`config.mk`:
```
export PLATFORM = sky130hd
export DESIGN_NAME = control_sequencer_flat
export DESIGN_NICKNAME = d
export VERILOG_FILES = /design/src/rtl/control_sequencer_pkg.sv /design/src/rtl/control_sequencer_if.sv /design/src/rtl/control_sequencer_sequence_counter.sv /design/src/rtl/control_sequencer.sv /design/src/flat_wrapper.sv
export SDC_FILE = /design/constraint.sdc
export NUM_CORES = 1
export LEC_CHECK = 0
export CAP_MARGIN = 20
export CORE_MARGIN = 2
export CORE_UTILIZATION = 43
export CTS_CLUSTER_DIAMETER = 50
export DETAILED_ROUTE_END_ITERATION = 6
export PLACE_DENSITY = 0.84
export SETUP_SLACK_MARGIN = 0.4
export SLEW_MARGIN = 25
export SYNTH_ARGS = -nofsm -noshare
export SYNTH_HDL_FRONTEND = slang
export SYNTH_SLANG_ARGS = --single-unit
```
`constraint.sdc`:
```
create_clock -name clk -period 2.8 [get_ports clk]
set_clock_uncertainty 0.15 [all_clocks]
set_input_delay 0.28 -clock clk [delete_from_list [all_inputs] [get_ports clk]]
set_output_delay 0.28 -clock clk [all_outputs]
set_load 0.03 [all_outputs]
```
`src/rtl/control_sequencer_pkg.sv`:
```
// Shared encodings for the basic computer control path: bus selects, ALU ops,
// opcodes and sequence-counter sizing.
package basic_computer_pkg;

    localparam int WIDTH    = 16;
    localparam int T_STATES = 16;
    localparam int SC_W     = $clog2(T_STATES);
    localparam int SC_LAST  = 6;

    typedef enum logic [2:0] {
        SEL_NONE = 3'd0,
        SEL_AR   = 3'd1,
        SEL_PC   = 3'd2,
        SEL_DR   = 3'd3,
        SEL_AC   = 3'd4,
        SEL_IR   = 3'd5,
        SEL_TR   = 3'd6,
        SEL_MEM  = 3'd7
    } bus_sel_e;

    typedef enum logic [1:0] {
        ALU_NONE = 2'b00,
        ALU_AND  = 2'b01,
        ALU_ADD  = 2'b10,
        ALU_XFER = 2'b11
    } alu_op_e;

    localparam logic [2:0] OP_AND = 3'd0;
    localparam logic [2:0] OP_ADD = 3'd1;
    localparam logic [2:0] OP_LDA = 3'd2;
    localparam logic [2:0] OP_STA = 3'd3;
    localparam logic [2:0] OP_BUN = 3'd4;
    localparam logic [2:0] OP_BSA = 3'd5;
    localparam logic [2:0] OP_ISZ = 3'd6;
    localparam logic [2:0] OP_REG = 3'd7;

endpackage

```
`src/rtl/control_sequencer_if.sv`:
```
// Sequencer <-> datapath signal bundle. fgi/fgo exist only when INTERRUPT_EN is defined.
interface control_sequencer_if;
    import basic_computer_pkg::*;

    logic [WIDTH-1:0] ir;
    logic             dr_zero;
    logic             ac_zero;
    logic             ac_sign;
    logic             e_zero;
`ifdef INTERRUPT_EN
    logic             fgi;
    logic             fgo;
`endif
    logic [2:0]       bus_selects;
    logic             ld_ar, inr_ar, clr_ar;
    logic             ld_pc, inr_pc, clr_pc;
    logic             ld_dr, inr_dr, ld_ac, ld_ir, ld_tr;
    logic             mem_write;
    logic [1:0]       alu_op;
    logic             exec_rr, exec_io, halted;

    modport master (
`ifdef INTERRUPT_EN
        input  fgi, fgo,
`endif
        input  ir, dr_zero, ac_zero, ac_sign, e_zero,
        output bus_selects, ld_ar, inr_ar, clr_ar, ld_pc, inr_pc, clr_pc,
        output ld_dr, inr_dr, ld_ac, ld_ir, ld_tr, mem_write, alu_op,
        output exec_rr, exec_io, halted
    );

    modport slave (
`ifdef INTERRUPT_EN
        output fgi, fgo,
`endif
        output ir, dr_zero, ac_zero, ac_sign, e_zero,
        input  bus_selects, ld_ar, inr_ar, clr_ar, ld_pc, inr_pc, clr_pc,
        input  ld_dr, inr_dr, ld_ac, ld_ir, ld_tr, mem_write, alu_op,
        input  exec_rr, exec_io, halted
    );

endinterface

```
`src/rtl/control_sequencer_sequence_counter.sv`:
```
// T-state counter: hold has priority over clear, clear over increment.
module sequence_counter
    import basic_computer_pkg::*;
(
    input  logic            clk,
    input  logic            rst,
    input  logic            inc,
    input  logic            clr,
    input  logic            hold,
    output logic [SC_W-1:0] sc
);

    always_ff @(posedge clk or posedge rst) begin
        if (rst) begin
            sc <= '0;
        end else if (!hold) begin
            if (clr)
                sc <= '0;
            else if (inc)
                sc <= sc + 1'b1;
        end
    end

endmodule

```
`src/rtl/control_sequencer.sv`:
```
// Timing and control unit: T-state sequencing and strobe decode for fetch, indirect,
// memory-reference and register/IO execution. INTERRUPT_EN adds the interrupt cycle.
module control_sequencer
    import basic_computer_pkg::*;
(
    input  logic                clk,
    input  logic                rst,
    control_sequencer_if.master cs
);

    logic [SC_W-1:0] sc;
    logic            started_reg, halted_reg, i_flag_reg;
    logic            active, sc_clr, set_halt, load_iflag, rr_skip, sc_past_fetch;
    logic [2:0]      opcode;
    logic            unused_ir;
`ifdef INTERRUPT_EN
    logic            r_reg, ien_reg, ien_set, ien_clr, irq_done;
`endif

    assign active        = started_reg & ~halted_reg;
    assign opcode        = cs.ir[14:12];
    assign sc_past_fetch = int'(sc) > 2;
    assign unused_ir     = ^cs.ir[11:5];
    assign rr_skip = (cs.ir[4] & ~cs.ac_sign & ~cs.ac_zero) | (cs.ir[3] & cs.ac_sign) |
                     (cs.ir[2] & cs.ac_zero) | (cs.ir[1] & cs.e_zero);

    sequence_counter u_sc (
        .clk  (clk),
        .rst  (rst),
        .inc  (active & ~sc_clr),
        .clr  (sc_clr),
        .hold (~active),
        .sc   (sc)
    );

    always_comb begin
        cs.bus_selects = SEL_NONE;
        cs.ld_ar = 1'b0;  cs.inr_ar = 1'b0;  cs.clr_ar = 1'b0;
        cs.ld_pc = 1'b0;  cs.inr_pc = 1'b0;  cs.clr_pc = 1'b0;
        cs.ld_dr = 1'b0;  cs.inr_dr = 1'b0;  cs.ld_ac  = 1'b0;
        cs.ld_ir = 1'b0;  cs.ld_tr  = 1'b0;  cs.mem_write = 1'b0;
        cs.alu_op  = ALU_NONE;
        cs.exec_rr = 1'b0;
        cs.exec_io = 1'b0;
        cs.halted  = halted_reg;
        sc_clr     = 1'b0;
        set_halt   = 1'b0;
        load_iflag = 1'b0;
`ifdef INTERRUPT_EN
        ien_set  = 1'b0;
        ien_clr  = 1'b0;
        irq_done = 1'b0;
`endif
        if (!active) begin
            // idle before the first edge after reset, and permanently once halted
        end
`ifdef INTERRUPT_EN
        else if (r_reg && !sc_past_fetch) begin
            case (int'(sc))
                0: begin cs.clr_ar = 1'b1; cs.bus_selects = SEL_PC; cs.ld_tr = 1'b1; end
                1: begin cs.bus_selects = SEL_TR; cs.mem_write = 1'b1; cs.clr_pc = 1'b1; end
                default: begin cs.inr_pc = 1'b1; irq_done = 1'b1; sc_clr = 1'b1; end
            endcase
        end
`endif
        else begin
            case (int'(sc))
                0: begin cs.bus_selects = SEL_PC;  cs.ld_ar = 1'b1; end
                1: begin cs.bus_selects = SEL_MEM; cs.ld_ir = 1'b1; cs.inr_pc = 1'b1; end
                2: begin cs.bus_selects = SEL_IR;  cs.ld_ar = 1'b1; load_iflag = 1'b1; end
                3: begin
                    if (opcode == OP_REG) begin
                        sc_clr = 1'b1;
                        if (cs.ir[WIDTH-1]) begin
                            cs.exec_io = 1'b1;
`ifdef INTERRUPT_EN
                            cs.inr_pc = (cs.ir[9] & cs.fgi) | (cs.ir[8] & cs.fgo);
                            ien_set   = cs.ir[7];
                            ien_clr   = cs.ir[6];
`endif
                        end else begin
                            cs.exec_rr = 1'b1;
                            cs.inr_pc  = rr_skip;
                            set_halt   = cs.ir[0];
                        end
                    end else if (i_flag_reg) begin
                        cs.bus_selects = SEL_MEM;
                        cs.ld_ar       = 1'b1;
                    end
                end
                4: begin
                    case (opcode)
                        OP_AND, OP_ADD, OP_LDA, OP_ISZ: begin
                            cs.bus_selects = SEL_MEM; cs.ld_dr = 1'b1;
                        end
                        OP_STA: begin cs.bus_selects = SEL_AC; cs.mem_write = 1'b1; sc_clr = 1'b1; end
                        OP_BUN: begin cs.bus_selects = SEL_AR; cs.ld_pc = 1'b1; sc_clr = 1'b1; end
                        OP_BSA: begin cs.bus_selects = SEL_PC; cs.mem_write = 1'b1; cs.inr_ar = 1'b1; end
                        default: ;
                    endcase
                end
                5: begin
                    case (opcode)
                        OP_AND: begin cs.ld_ac = 1'b1; cs.alu_op = ALU_AND;  sc_clr = 1'b1; end
                        OP_ADD: begin cs.ld_ac = 1'b1; cs.alu_op = ALU_ADD;  sc_clr = 1'b1; end
                        OP_LDA: begin cs.ld_ac = 1'b1; cs.alu_op = ALU_XFER; sc_clr = 1'b1; end
                        OP_BSA: begin cs.bus_selects = SEL_AR; cs.ld_pc = 1'b1; sc_clr = 1'b1; end
                        OP_ISZ: cs.inr_dr = 1'b1;
                        default: ;
                    endcase
                end
                SC_LAST: begin
                    if (opcode == OP_ISZ) begin
                        cs.bus_selects = SEL_DR;
                        cs.mem_write   = 1'b1;
                        cs.inr_pc      = cs.dr_zero;
                    end
                    sc_clr = 1'b1;
                end
                // 7..15 cannot be reached; recover to T0 rather than wander
                default: sc_clr = 1'b1;
            endcase
        end
    end

    always_ff @(posedge clk or posedge rst) begin
        if (rst) begin
            started_reg <= 1'b0;
            halted_reg  <= 1'b0;
            i_flag_reg  <= 1'b0;
`ifdef INTERRUPT_EN
            r_reg       <= 1'b0;
            ien_reg     <= 1'b0;
`endif
        end else begin
            started_reg <= 1'b1;
            if (load_iflag)
                i_flag_reg <= cs.ir[WIDTH-1];
            if (set_halt)
                halted_reg <= 1'b1;
`ifdef INTERRUPT_EN
            if (irq_done) begin
                r_reg   <= 1'b0;
                ien_reg <= 1'b0;
            end else begin
                if (active && sc_past_fetch && ien_reg && (cs.fgi | cs.fgo))
                    r_reg <= 1'b1;
                if (ien_set)
                    ien_reg <= 1'b1;
                else if (ien_clr)
                    ien_reg <= 1'b0;
            end
`endif
        end
    end

endmodule

```
`src/flat_wrapper.sv`:
```
// flat-port wrapper written by rule: the top's interface ports become plain ports
module control_sequencer_flat import basic_computer_pkg::*;
  (clk, rst, cs_ir, cs_dr_zero, cs_ac_zero, cs_ac_sign, cs_e_zero, cs_bus_selects, cs_ld_ar, cs_inr_ar, cs_clr_ar, cs_ld_pc, cs_inr_pc, cs_clr_pc, cs_ld_dr, cs_inr_dr, cs_ld_ac, cs_ld_ir, cs_ld_tr, cs_mem_write, cs_alu_op, cs_exec_rr, cs_exec_io, cs_halted);
  control_sequencer_if cs_i ();
  input  logic clk;
  input  logic rst;
  input wire logic [$bits(cs_i.ir)-1:0] cs_ir;
  input wire logic [$bits(cs_i.dr_zero)-1:0] cs_dr_zero;
  input wire logic [$bits(cs_i.ac_zero)-1:0] cs_ac_zero;
  input wire logic [$bits(cs_i.ac_sign)-1:0] cs_ac_sign;
  input wire logic [$bits(cs_i.e_zero)-1:0] cs_e_zero;
  output wire logic [$bits(cs_i.bus_selects)-1:0] cs_bus_selects;
  output wire logic [$bits(cs_i.ld_ar)-1:0] cs_ld_ar;
  output wire logic [$bits(cs_i.inr_ar)-1:0] cs_inr_ar;
  output wire logic [$bits(cs_i.clr_ar)-1:0] cs_clr_ar;
  output wire logic [$bits(cs_i.ld_pc)-1:0] cs_ld_pc;
  output wire logic [$bits(cs_i.inr_pc)-1:0] cs_inr_pc;
  output wire logic [$bits(cs_i.clr_pc)-1:0] cs_clr_pc;
  output wire logic [$bits(cs_i.ld_dr)-1:0] cs_ld_dr;
  output wire logic [$bits(cs_i.inr_dr)-1:0] cs_inr_dr;
  output wire logic [$bits(cs_i.ld_ac)-1:0] cs_ld_ac;
  output wire logic [$bits(cs_i.ld_ir)-1:0] cs_ld_ir;
  output wire logic [$bits(cs_i.ld_tr)-1:0] cs_ld_tr;
  output wire logic [$bits(cs_i.mem_write)-1:0] cs_mem_write;
  output wire logic [$bits(cs_i.alu_op)-1:0] cs_alu_op;
  output wire logic [$bits(cs_i.exec_rr)-1:0] cs_exec_rr;
  output wire logic [$bits(cs_i.exec_io)-1:0] cs_exec_io;
  output wire logic [$bits(cs_i.halted)-1:0] cs_halted;
  assign cs_i.ir = cs_ir;
  assign cs_i.dr_zero = cs_dr_zero;
  assign cs_i.ac_zero = cs_ac_zero;
  assign cs_i.ac_sign = cs_ac_sign;
  assign cs_i.e_zero = cs_e_zero;
  assign cs_bus_selects = cs_i.bus_selects;
  assign cs_ld_ar = cs_i.ld_ar;
  assign cs_inr_ar = cs_i.inr_ar;
  assign cs_clr_ar = cs_i.clr_ar;
  assign cs_ld_pc = cs_i.ld_pc;
  assign cs_inr_pc = cs_i.inr_pc;
  assign cs_clr_pc = cs_i.clr_pc;
  assign cs_ld_dr = cs_i.ld_dr;
  assign cs_inr_dr = cs_i.inr_dr;
  assign cs_ld_ac = cs_i.ld_ac;
  assign cs_ld_ir = cs_i.ld_ir;
  assign cs_ld_tr = cs_i.ld_tr;
  assign cs_mem_write = cs_i.mem_write;
  assign cs_alu_op = cs_i.alu_op;
  assign cs_exec_rr = cs_i.exec_rr;
  assign cs_exec_io = cs_i.exec_io;
  assign cs_halted = cs_i.halted;
  control_sequencer u_core (.clk(clk), .rst(rst), .cs(cs_i));
endmodule
```
==> results.yml, run 1 <==
run_status:
  status: "completed"
worst_setup_path:
  slowest_stage: "clkdlybuf4s50_1"
  startpoint_type: "primary input"
  path_buf_inv: 3
  rrSetupSlack_ps: 960
  cp_top_family: "buffers and inverters"
  worstSetupPathType: "in -> out"
  critPathRequiredTime_ps: 2370
  arrival_ps: 1930
  max_stage_delay_ps: 490
  end_kind: "output port"
  cp_cell_sequence: "clkdlybuf4s50_1 -> buf_6 -> and3_1 -> a21oi_1 -> or4_1 -> a31oi_1 -> buf_4"
  cp_max_fo: 16
placement:
  port_buffers: 31
  pre_cts_slack_ps: 244
  place_area_mm2: 0.00120
  dp_hpwl_mm: 1.80
  gp_congestion: 0.802
floorplan:
  design.die.area_mm2: 0.00238
  die_h_um: 48.8
  initial_core_util_pct: 44.9
  fp.dieW_um: 48.8
  io_pins: 42
  core_area_mm2: 0.00192
  rows: 16
route:
  post-route-drc-count: 0
  drt-initial-drc-count: 19
  first_pass_iters: 4
  routedWlPerCell_um: 13.4
  drt-total-wl_mm: 2.33
  avgViaCountPerCell: 5.51
  antenna_left: 0
  num_vias: 958
global_routing:
  track_usage_pct: 19.7
  grt_max_degree: 17
  antenna_found_initial: 0
  grt_pass1_vias: 915
  grt_pass1_wl_mm: 3.76
  grt-ovfl-total: 0
yosys:
  async_flop_share_pct: 100
  yosysSeqAreaShare_pct: 20.3
  synth_edf_count: 0
  synth_compound_area_share_pct: 25.9
  synth_xor_xnor_area_share_pct: 1.01
  synth.area.mux_share_pct: 3.62
  ys.warnings.count: 0
  avgSynthCellArea_um2: 7.78
  synth-simple-area-share_pct: 31.4
  synth.distinct_cells: 46
  synth_cells: 111
  netlist_area_um2: 863
  synth_top_family_by_area: "simple AND/OR/NAND/NOR gates"
  synthFlopType: "dfrtp_1"
  synthAdderAreaFrac_pct: 5.80
  ys_ff_latch: 7
final_layout:
  fillCellCount: 180
  regMostFlops: "u_core.u_sc.sc"
  layout_common_cells: "16 x clkdlybuf4s50_1, 15 x buf_4, 7 x nor2_1, 7 x inv_1"
  register_area_um2: 176
  fin_util_pct: 65.0
  syn_to_final_growth_pct: 44.8
  final_area_mm2: 0.00125
  layout_commonest_cell: "clkdlybuf4s50_1"
  layout-drive-gt1-share_pct: 25.9
  nets: 174
  largest_reg_flops: 4
  multiInputGateArea_um2: 629
  diodes: 0
clock_network:
  h-tree-depth: 1
  clockBufferDepth: 2
  clk_pin_slew_worst_paths_ps: 50
  cts_inserted_buffers: 3
  cts-root-buf: "clkbuf_4"
  clock_latency_ps: 240
  cts_tree: "done"
  clock_sinks: 7
worst_hold_path:
  hp-class: "in -> async"
sta:
  worst_slack_ps: 441
  hold_viol: 0
  post-route-period-util_pct: 84.2
  max_clock_freq_mhz: 424
  rsz0062_at_grt: "yes"
  setup_viol: 0
  finalSetupTns_ps: 0
  slew_violations: 0
  period_minus_slack_ps: 2360
power:
  power_density_mw_per_mm2: 715
  ir_drop_v: 0.000468
  leakage_nw: 0.545
flow_run:
  maxCapViolations: 0
[through the flow]
step / hold slack, ps / total power [mW] / cells
CTS: 129 / 0.849 / 171
global placement: 338 / 0.749 / 167
detailed placement: 345 / 0.764 / 167
floorplan: -66.6 / 0.581 / 113
finish: 131 / 0.893 / 174
global route: 175 / 0.966 / 174
[timing repair]
item | 4_1_cts | 5_1_grt
endpoints found under the hold margin | 0 | 0
setup endpoints to repair | 12 | 9
setup buffers | 0 | 3
hold buffers | 0 | 0
pin swaps | 0 | 0
resized for setup | 21 | 20
[report_power, final]
| group | leakage [nW] | internal (mW) | switching [mW] |
|---|---|---|---|
| combinational | 0.442 | 0.266 | 0.359 |
| sequential | 0.0886 | 0.134 | 0.0474 |
| clock | 0.0150 | 0.0541 | 0.0327 |
| total | 0.545 | 0.454 | 0.439 |
[final timing paths]
path                                   start                end  cells after the start
setup reg to reg           u_core.u_sc.sc[0]  u_core.u_sc.sc[2]                      7
hold / removal                           rst  u_core.i_flag_reg                      2
setup / recovery                   cs_ir[12]  cs_bus_selects[0]                      7
hold reg to reg            u_core.i_flag_reg  u_core.i_flag_reg                      1
max in group asynchronous                rst  u_core.u_sc.sc[0]                      2
min in group clk           u_core.i_flag_reg  u_core.i_flag_reg                      1
[worst register-to-register path: stages, from the launching register on]
cell and delay [ps]:
dfrtp_2 450, inv_1 100, ha_2 240, and3b_2 260, buf_4 130, o21ai_2 70
a41oi_1 230, o21ai_1 90
[cell families (layout without fill, tap and decap cells)]
logic type,Yosys count,after routing
buf+inv,19,53
mux,3,3
xor+xnor,1,1
simple gates,45,45
compound gates,30,30
fa+ha+maj,4,4
other cells,2,4
flops,7,7
[synth_stat cells, types with 3 or more instances]
cell	count	share of area, %
a21oi_1	6	3.5
and3_1	4	2.9
buf_2	4	2.3
buf_4	5	4.3
dfrtp_1	7	20
ha_1	4	5.8
inv_1	8	3.5
nand2_1	6	2.6
nand3_1	4	2.3
nor2_1	7	3.0
nor2b_1	3	2.2
nor3_1	4	2.3
o21ai_1	4	2.3
[cell type report]
type / instances / share of cell area (%)
flip-flops and latches: 7 / 14.1
inverters: 8 / 2.40
well taps: 27 / 2.70
clock buffers: 4 / 2.10
multi-input cells: 87 / 50.4
repair buffers: 41 / 28.3
[layer usage]
metal / GRT usage (%) / routed length (µm) / up-vias
li1: - / - / 472
met1: 21.6 / 977 / 460
met2: 37.0 / 1260 / 22
met3: 2.76 / 66 / 4
met4: 9.05 / 32 / 0
met5: 0 / 0 / -
(Power assumes the default switching activity.)
==> run 2: changes to the inputs <==
--- a/config.mk
+++ b/config.mk
@@ -7,10 +7,10 @@
 export LEC_CHECK = 0
 export CAP_MARGIN = 20
 export CORE_MARGIN = 2
-export CORE_UTILIZATION = 43
+export CORE_UTILIZATION = 36
 export CTS_CLUSTER_DIAMETER = 50
 export DETAILED_ROUTE_END_ITERATION = 6
-export PLACE_DENSITY = 0.84
+export PLACE_DENSITY = 0.75
 export SETUP_SLACK_MARGIN = 0.4
 export SLEW_MARGIN = 25
 export SYNTH_ARGS = -nofsm -noshare
==> constraint.sdc (replaced) <==
create_clock -name clk -period 2.05 [get_ports clk]
set_clock_uncertainty 0.15 [all_clocks]
set_input_delay 0.205 -clock clk [delete_from_list [all_inputs] [get_ports clk]]
set_output_delay 0.205 -clock clk [all_outputs]
set_load 0.03 [all_outputs]
==> results.yml, run 2 (synthesized netlist as in run 1, its figures left out) <==
final_layout:
  final_area_mm2: 0.00177
  largest_reg_flops: 4
  layout_common_cells: "29 x buf_4, 21 x buf_6, 14 x clkdlybuf4s50_1"
  multiInputGateArea_um2: 893
  layout_commonest_cell: "buf_4"
  nets: 198
  syn_to_final_growth_pct: 105
  layout-drive-gt1-share_pct: 57.3
  regMostFlops: "u_core.u_sc.sc"
  fin_util_pct: 79.2
  register_area_um2: 179
  fillCellCount: 138
  diodes: 0
route:
  drt-initial-drc-count: 10
  routedWlPerCell_um: 15.1
  num_vias: 1071
  antenna_left: 0
  avgViaCountPerCell: 5.38
  drt-total-wl_mm: 3.00
  first_pass_iters: 4
  post-route-drc-count: 0
floorplan:
  rows: 17
  fp.dieW_um: 53.0
  die_h_um: 53.0
  io_pins: 42
  initial_core_util_pct: 38.7
  core_area_mm2: 0.00223
  design.die.area_mm2: 0.00281
flow_run:
  maxCapViolations: 0
placement:
  pre_cts_slack_ps: -83.5
  dp_hpwl_mm: 2.17
  place_area_mm2: 0.00146
  port_buffers: 31
  gp_congestion: 0.820
clock_network:
  h-tree-depth: 1
  cts_inserted_buffers: 3
  clockBufferDepth: 2
  clock_sinks: 7
  clock_latency_ps: 250
  clk_pin_slew_worst_paths_ps: 50
  cts-root-buf: "clkbuf_4"
  cts_tree: "done"
power:
  power_density_mw_per_mm2: 1010
  p_sw_share_pct: 47.0
  clkPwrFrac_pct: 7.1
  ir_drop_v: 0.000922
  p_switching_uw: 840
  leakage_nw: 0.729
  seqPwrFrac_pct: 13.7
  p_int_uw: 949
  power_frac_comb_pct: 79.2
worst_setup_path:
  reg2reg_depth: 8
  path_buf_inv: 2
  startpoint_type: "flip-flop"
  slowest_stage: "or4_4"
  arrival_ps: 1840
  cp_cell_sequence: "inv_2 -> ha_4 -> and3_1 -> a21oi_1 -> or4_4 -> a31oi_4 -> buf_6"
  cp_num_cells: 7
  crit_start: "u_core.u_sc.sc[1]"
  max_stage_delay_ps: 430
  critPathRequiredTime_ps: 1690
  end_kind: "output port"
  regToRegStartpoint: "u_core.u_sc.sc[0]"
  rrSetupSlack_ps: 50
  r2r_end: "u_core.u_sc.sc[1]"
  cp_top_family: "simple AND/OR/NAND/NOR gates"
  cp_max_fo: 3
  worstSetupPathType: "reg -> out"
  crit_path_end: "cs_bus_selects[0]"
sta:
  slew_violations: 0
  setup_viol: 8
  rsz0062_at_grt: "yes"
  post-route-period-util_pct: 107
  period_minus_slack_ps: 2200
  worst_slack_ps: -148
  hold_viol: 0
  whs_ps: 32.1
  max_clock_freq_mhz: 455
global_routing:
  grt_pass1_wl_mm: 4.70
  antenna_found_initial: 0
  grt_pass1_vias: 1052
  track_usage_pct: 22.7
  grt-ovfl-total: 0
  grt_max_degree: 13
worst_hold_path:
  hp-class: "in -> async"
run_status:
  failed_checks: "setup timing"
  status: "finished, violations left"
[run 2: cell count changes in the layout (fill, tap and decap cells not counted), moves of 3 or more]
cell / before / now
nor3_4: 0 / 3
a21oi_4: 0 / 3
buf_6: 1 / 21
a21oi_1: 5 / 1
nor2_1: 7 / 3
nor3_1: 4 / 1
buf_4: 15 / 29
clkbuf_2: 3 / 0
[run 2: how the worst min path moves through the flow]
stage | start | end | slack (ps) | depth (start not counted)
5_1_grt | rst | u_core.started_reg | 70 | 2
2_1_floorplan | rst | u_core.cs.halted | -140 | 1
3_5_place_dp | rst | u_core.u_sc.sc[2] | 300 | 2
6_report | rst | u_core.u_sc.sc[2] | 30 | 2
3_3_place_gp | rst | u_core.started_reg | 290 | 2
4_1_cts | rst | u_core.cs.halted | 30 | 2
[run 2: cell type report]
cell class                      count  share of cell area, %
Multi-Input combinational cell     87                   50.5
Timing Repair Buffer               65                   34.1
Tap cell                           28                   1.98
Clock buffer                        4                   1.49
Inverter                            8                   1.84
Sequential cell                     7                   10.1
[run 2: power by group through the flow]
stage / Clock (mW) / Sequential, mW / Combinational [mW]
floorplan: 0 / 0.229 / 0.746
finish: 0.127 / 0.245 / 1.42
global route: 0.136 / 0.252 / 1.51
detailed placement: 0 / 0.243 / 1.09
CTS: 0.129 / 0.237 / 1.34
global placement: 0 / 0.238 / 1.06
[run 2: repair_timing]
| item | in CTS | in global routing |
|---|---|---|
| resized for setup | 39 | 8 |
| setup endpoints to repair | 22 | 21 |
| pin swaps | 11 | 7 |
| hold buffers | 0 | 0 |
| buffers inserted | 10 | 2 |
[run 2: stage by stage]
stage          TNS (ps)  total power, mW  cells
2_1_floorplan         0            0.975    113
3_3_place_gp       -214             1.30    183
5_1_grt           -1180             1.90    199
6_report           -543             1.79    199
4_1_cts            -428             1.70    197
3_5_place_dp       -292             1.33    183
[run 2: layer usage]
layer / vias up / global-route usage (%) / share of wire (%)
li1: 521 / - / -
met1: 514 / 23.3 / 38
met2: 27 / 47.7 / 57
met3: 9 / 1.69 / 2.7
met4: 0 / 5.56 / 2.0
met5: - / 0 / 0
